$ cat src/rtl/fetch_stage.sv
// Instruction fetch stage: holds the PC, keeps at most one instruction-memory
// read in flight and hands each fetched word to decode over a valid/ready
// handshake. It supports decode stall, branch redirect with flush, and halt
// when the HALT_OP opcode is fetched.
// Optional build macro FETCH_PERF_CNT_EN adds saturating transfer and stall
// counters as extra output ports.
module fetch_stage #(
    parameter int                ADDR_W   = 8,
    parameter logic [ADDR_W-1:0] RESET_PC = '0,
    parameter logic [5:0]        HALT_OP  = 6'b111111
) (
    input  logic              clk,
    input  logic              rst,
    output logic              imem_req,
    output logic [ADDR_W-1:0] imem_addr,
    input  logic              imem_rvalid,
    input  logic [31:0]       imem_rdata,
    output logic [31:0]       instr,
    output logic [ADDR_W-1:0] instr_pc,
    output logic              instr_valid,
    input  logic              instr_ready,
    input  logic              redirect,
    input  logic [ADDR_W-1:0] redirect_pc,
    output logic              halted
`ifdef FETCH_PERF_CNT_EN
    ,
    output logic [15:0]       fetch_cnt,
    output logic [15:0]       stall_cnt
`endif
);

    typedef enum logic [1:0] {
        S_FETCH  = 2'd0,
        S_WAIT   = 2'd1,
        S_HOLD   = 2'd2,
        S_HALTED = 2'd3
    } state_t;

    state_t            state;
    state_t            state_next;
    logic [ADDR_W-1:0] pc;
    logic [ADDR_W-1:0] pc_next;
    logic              drop;
    logic              drop_next;
    logic              capture;

    // The handshake outputs are decoded straight from the registered state.
    assign instr_valid = (state == S_HOLD);
    assign halted      = (state == S_HALTED);

    // Next-state logic: redirect overrides everything but reset; a redirect that
    // lands while a read is still in flight waits in S_WAIT to discard it.
    always_comb begin
        state_next = state;
        pc_next    = pc;
        drop_next  = drop;
        capture    = 1'b0;
        imem_req   = 1'b0;
        imem_addr  = pc;
        if (!rst) begin
            if (redirect) begin
                pc_next    = redirect_pc;
                state_next = S_FETCH;
                drop_next  = 1'b0;
                if (state == S_WAIT && !imem_rvalid) begin
                    state_next = S_WAIT;
                    drop_next  = 1'b1;
                end
            end else begin
                case (state)
                    S_FETCH: begin
                        imem_req   = 1'b1;
                        state_next = S_WAIT;
                    end
                    S_WAIT: begin
                        if (imem_rvalid) begin
                            if (drop) begin
                                drop_next  = 1'b0;
                                state_next = S_FETCH;
                            end else if (imem_rdata[31:26] == HALT_OP) begin
                                state_next = S_HALTED;
                            end else begin
                                capture    = 1'b1;
                                pc_next    = pc + 1'b1;
                                state_next = S_HOLD;
                            end
                        end
                    end
                    S_HOLD: begin
                        if (instr_ready) begin
                            imem_req   = 1'b1;
                            state_next = S_WAIT;
                        end
                    end
                    S_HALTED: begin
                        state_next = S_HALTED;
                    end
                    default: begin
                        state_next = S_FETCH;
                    end
                endcase
            end
        end
    end

    // State, PC, drop flag and the presented instruction register.
    always_ff @(posedge clk) begin
        if (rst) begin
            state    <= S_FETCH;
            pc       <= RESET_PC;
            drop     <= 1'b0;
            instr    <= '0;
            instr_pc <= '0;
        end else begin
            state <= state_next;
            pc    <= pc_next;
            drop  <= drop_next;
            if (capture) begin
                instr    <= imem_rdata;
                instr_pc <= pc;
            end
        end
    end

`ifdef FETCH_PERF_CNT_EN
    logic xfer_fire;
    logic stall_cycle;

    // A transfer is suppressed when a redirect flushes the held instruction.
    assign xfer_fire   = instr_valid && instr_ready && !redirect;
    assign stall_cycle = instr_valid && !instr_ready;

    // Saturating counters of decode transfers and back-pressured cycles.
    always_ff @(posedge clk) begin
        if (rst) begin
            fetch_cnt <= '0;
            stall_cnt <= '0;
        end else begin
            if (xfer_fire && fetch_cnt != 16'hFFFF) begin
                fetch_cnt <= fetch_cnt + 16'd1;
            end
            if (stall_cycle && stall_cnt != 16'hFFFF) begin
                stall_cnt <= stall_cnt + 16'd1;
            end
        end
    end
`endif

endmodule

$ cat config.mk
export PLATFORM = sky130hd
export DESIGN_NAME = fetch_stage
export DESIGN_NICKNAME = d
export VERILOG_FILES = /design/src/rtl/fetch_stage.sv
export SDC_FILE = /design/constraint.sdc
export NUM_CORES = 1
export LEC_CHECK = 0
export ABC_AREA = 1
export CAP_MARGIN = 20
export CORE_MARGIN = 2
export CORE_UTILIZATION = 41
export DETAILED_ROUTE_END_ITERATION = 10
export GPL_ROUTABILITY_DRIVEN = 0
export HOLD_SLACK_MARGIN = 0.03
export PLACE_DENSITY = 0.8
export SLEW_MARGIN = 20
export SYNTH_ARGS = -nofsm -noshare
export SYNTH_HDL_FRONTEND = slang
export SYNTH_SLANG_ARGS = --single-unit
export TNS_END_PERCENT = 5
$ cat constraint.sdc
create_clock -name clk -period 1.44 [get_ports clk]
set_input_delay 0.216 -clock clk [delete_from_list [all_inputs] [get_ports clk]]
set_output_delay 0.216 -clock clk [all_outputs]
set_load 0.03 [all_outputs]
==> reports/results.tsv <==
stage	metric	value	unit
power_and_ir_drop	pwr-share-seq	51.0	%
min_path	worstHoldStart	imem_rdata[28]	
run_status	status	complete, but fails checks	
power_and_ir_drop	power.internal	2.08	mW
timing	clock_skew	0.0159	ns
cts	cts.path.max_buffers	2	
routing	drt-initial-drc-count	92	
worst_setup_path	crit_arrival	1.24	ns
worst_setup_path	ff2ff_path_depth	9	
synthesis	yosysSeqAreaShare	47.3	%
synthesis	synth_top_area_share	47.3	%
timing	slew_violations	0	
global_routing	grt_pass1_wl	9920	um
synthesis	async_flop_share	0	%
synthesis	synth_area	2160	um^2
power_and_ir_drop	irDropWorstVdd	0.530	mV
power_and_ir_drop	comb_power_share	18.9	%
global_routing	grt_overflow	0	
routing	route.detailed.drc	0	
power_and_ir_drop	p_total	2.94	mW
power_and_ir_drop	power.leakage	1.65	nW
timing	fin_tns_setup	-0.0112	ns
timing	finalHoldViolCount	0	
worst_setup_path	worstPathCellList	clkdlybuf4s50_1 > inv_1 > nand2_4 > a211oi_2 > buf_4	
cts	cts_root_buf	clkbuf_8	
synthesis	yosysMostFrequentCell	nand2_1	
finish	syn2layout_area_growth	58.1	%
routing	vias_per_cell	4.79	
cts	clock_latency	0.31	ns
floorplanning	die_h	76.6	um
placed_design	dp.cells	461	
worst_setup_path	crit_slowest_cell	clkdlybuf4s50_1	
finish	antennaDiodeCount	0	
synthesis	synth_seq_cells	51	
run	maxCapViolCount	0	
synthesis	yosysWarnings	0	
synthesis	synthCells	294	
synthesis	synth_commonest_cells	nand2_1 (94), dfxtp_1 (51), o21ai_0 (39)	
worst_setup_path	r2r_end	instr[15]$_SDFFE_PP0P_	
floorplanning	die_w	76.6	um
worst_setup_path	worstPathRequired	1.22	ns
synthesis	yosys-top-cells-area	dfxtp_1 (47%), nand2_1 (16%), o21ai_0 (9.0%), nor2_1 (6.6%), o21ai_2 (3.2%)	
power_and_ir_drop	power_density	861	nW/um^2
routing	antenna_left	0	
cts	clk_pin_slew_worst_paths	0.10	ns
worst_setup_path	end_kind	primary output	
floorplanning	rows	26	
timing	period_needed	1.45	ns
cts	cts_buffers	5	
power_and_ir_drop	p_clk_share	30.1	%
timing	setup_viol	1	
worst_setup_path	slowest_delay	0.43	ns
worst_setup_path	worst_setup_path_start_kind	input port	
finish	layout.cells.non_filler	474	
worst_setup_path	rr_startpoint	state[1]$_SDFFE_PP0P_	
worst_setup_path	path_max_fanout	3	
power_and_ir_drop	power_switching_share	29.3	%
cts	cts_num_sinks	51	
run_status	violations	negative setup slack	
placed_design	place_ws	-0.446	ns
synthesis	yosysUniqueCellTypes	26	
placed_design	place_area	3280	um^2
global_routing	grt_antenna_before_repair	0	
cts	htreeDepth	2	
timing	fmax	689	MHz
min_path	worstHoldPathType	in -> reg	
floorplanning	die_area	5860	um^2
finish	drive_gt1_share	14.9	%
timing	fin_hold_ws	0.174	ns
finish	final_nets	449	
cts	holdBufCountCts	0	
timing	tightestPinTransition	0.458	ns
synthesis	synth_edf_count	0	
cts	cts_tree	yes	
timing	post-route-period-util	101	%
placed_design	hpwl	4210	um
routing	first_pass_iters	4	
finish	final_area	3410	um^2
worst_setup_path	critical_path_class	in -> out	
floorplanning	core-area	5110	um^2
min_path	hold-path-cell-count	3	
routing	wire_per_inst	12.8	um
routing	detail_route.wirelength	6080	um
synthesis	avgSynthCellArea	7.34	um^2
synthesis	ys.flop_type	dfxtp_1	
finish	final_core_util	66.8	%
floorplanning	initial_core_util	42.3	%
synthesis	synth_top_area_cell	dfxtp_1	
routing	vias	2271	
placed_design	port_buffers	95	
worst_setup_path	r2r_setup_slack	0.03	ns
power_and_ir_drop	switchingPower	859	uW
floorplanning	pin_count	96	
timing	timing.final.ws_setup	-0.0112	ns
timing	slew_headroom	69.4	%
synthesis	synth_nets	340	
timing	rsz0062_at_grt	yes	
global_routing	grt_pass1_vias	2149	
global_routing	grt_max_degree	48	
global_routing	grt_usage	20.5	%
min_path	holdPathEnd	instr[28]$_SDFFE_PP0P_	
[critical path, delay by kind of cell]
kind,cells,cell delay (ns)
AOI/OAI and AO/OA,1,0.16
buffers and inverters,3,0.75
and+or+nand+nor,1,0.10
[worst max-delay path by stage]
stage                                     end  cells after the start  slack [ns]                 startpoint
finish                               imem_req                      5       -0.01                        rst
global route                         imem_req                      5       -0.04                        rst
CTS                 imem_addr[4]$_SDFFE_PP0P_                      7       -0.07      state[1]$_SDFFE_PP0P_
detailed placement  imem_addr[4]$_SDFFE_PP0P_                      7       -0.45                imem_rvalid
global placement    imem_addr[4]$_SDFFE_PP0P_                      7       -0.43                imem_rvalid
floorplan           imem_addr[6]$_SDFFE_PP0P_                     10        0.02  imem_addr[1]$_SDFFE_PP0P_
[metal layers]
layer  track usage (%)  part of all wire, %
met1              25.0                   44
met2              36.6                   51
met3              3.67                  4.7
met5                 0                    0
met4              6.36                  1.0
[cells by family after synthesis]
family	after synthesis	synth area share [%]
adder cells (fa/ha/maj)	1	0.580
flip-flops	51	47.3
AND/OR/NAND/NOR	150	28.9
XOR/XNOR	1	0.406
AO/OA/AOI/OAI	57	15.0
buffers and inverters	34	7.88
[final cells by class]
cell class | instances | area, um^2
fill | 441 | 1690
clock buffer | 5 | 68.8
sequential | 51 | 1020
multi-input combinational | 210 | 1020
inverter | 19 | 71.3
clock inverter | 3 | 26.3
timing repair buffer | 116 | 1120
tap | 70 | 87.6
[power groups by stage]
stage	combinational (mW)	sequential, mW	clock [mW]
floorplan	0.160	1.63	0
global placement	0.555	1.53	0
detailed placement	0.562	1.53	0
CTS	0.538	1.50	0.904
global route	0.598	1.51	0.960
finish	0.555	1.50	0.884
[repair_timing]
item | 4_1_cts | 5_1_grt
gates cloned | 0 | 1
endpoints found under the hold margin | 0 | 0
setup endpoints to repair | 85 | 49
gates resized for setup | 57 | 16
pin swaps | 5 | 7
buffers inserted | 0 | 4
[cells in the final DEF (no fill, tap or decap), drive strengths merged]
master          n
dlygate4sd2    47
xor2            1
nand2          95
clkdlybuf4s15   1
clkinv          1
a211oi          1
nand4           4
inv            21
dfxtp          51
o31ai           1
nor3b           1
buf            25
a21oi           7
clkbuf          5
ha              1
nor2           42
clkdlybuf4s50  42
o211ai          1
nand3           9
o21ai          47
dlymetal6s2s    1
[state kept, by name, summed over array words and instances (netlist names)]
register	count
instr	32
instr_pc	8
imem_addr	8
state	2
drop	1
No activity file was read; power rests on OpenSTA's default activity.
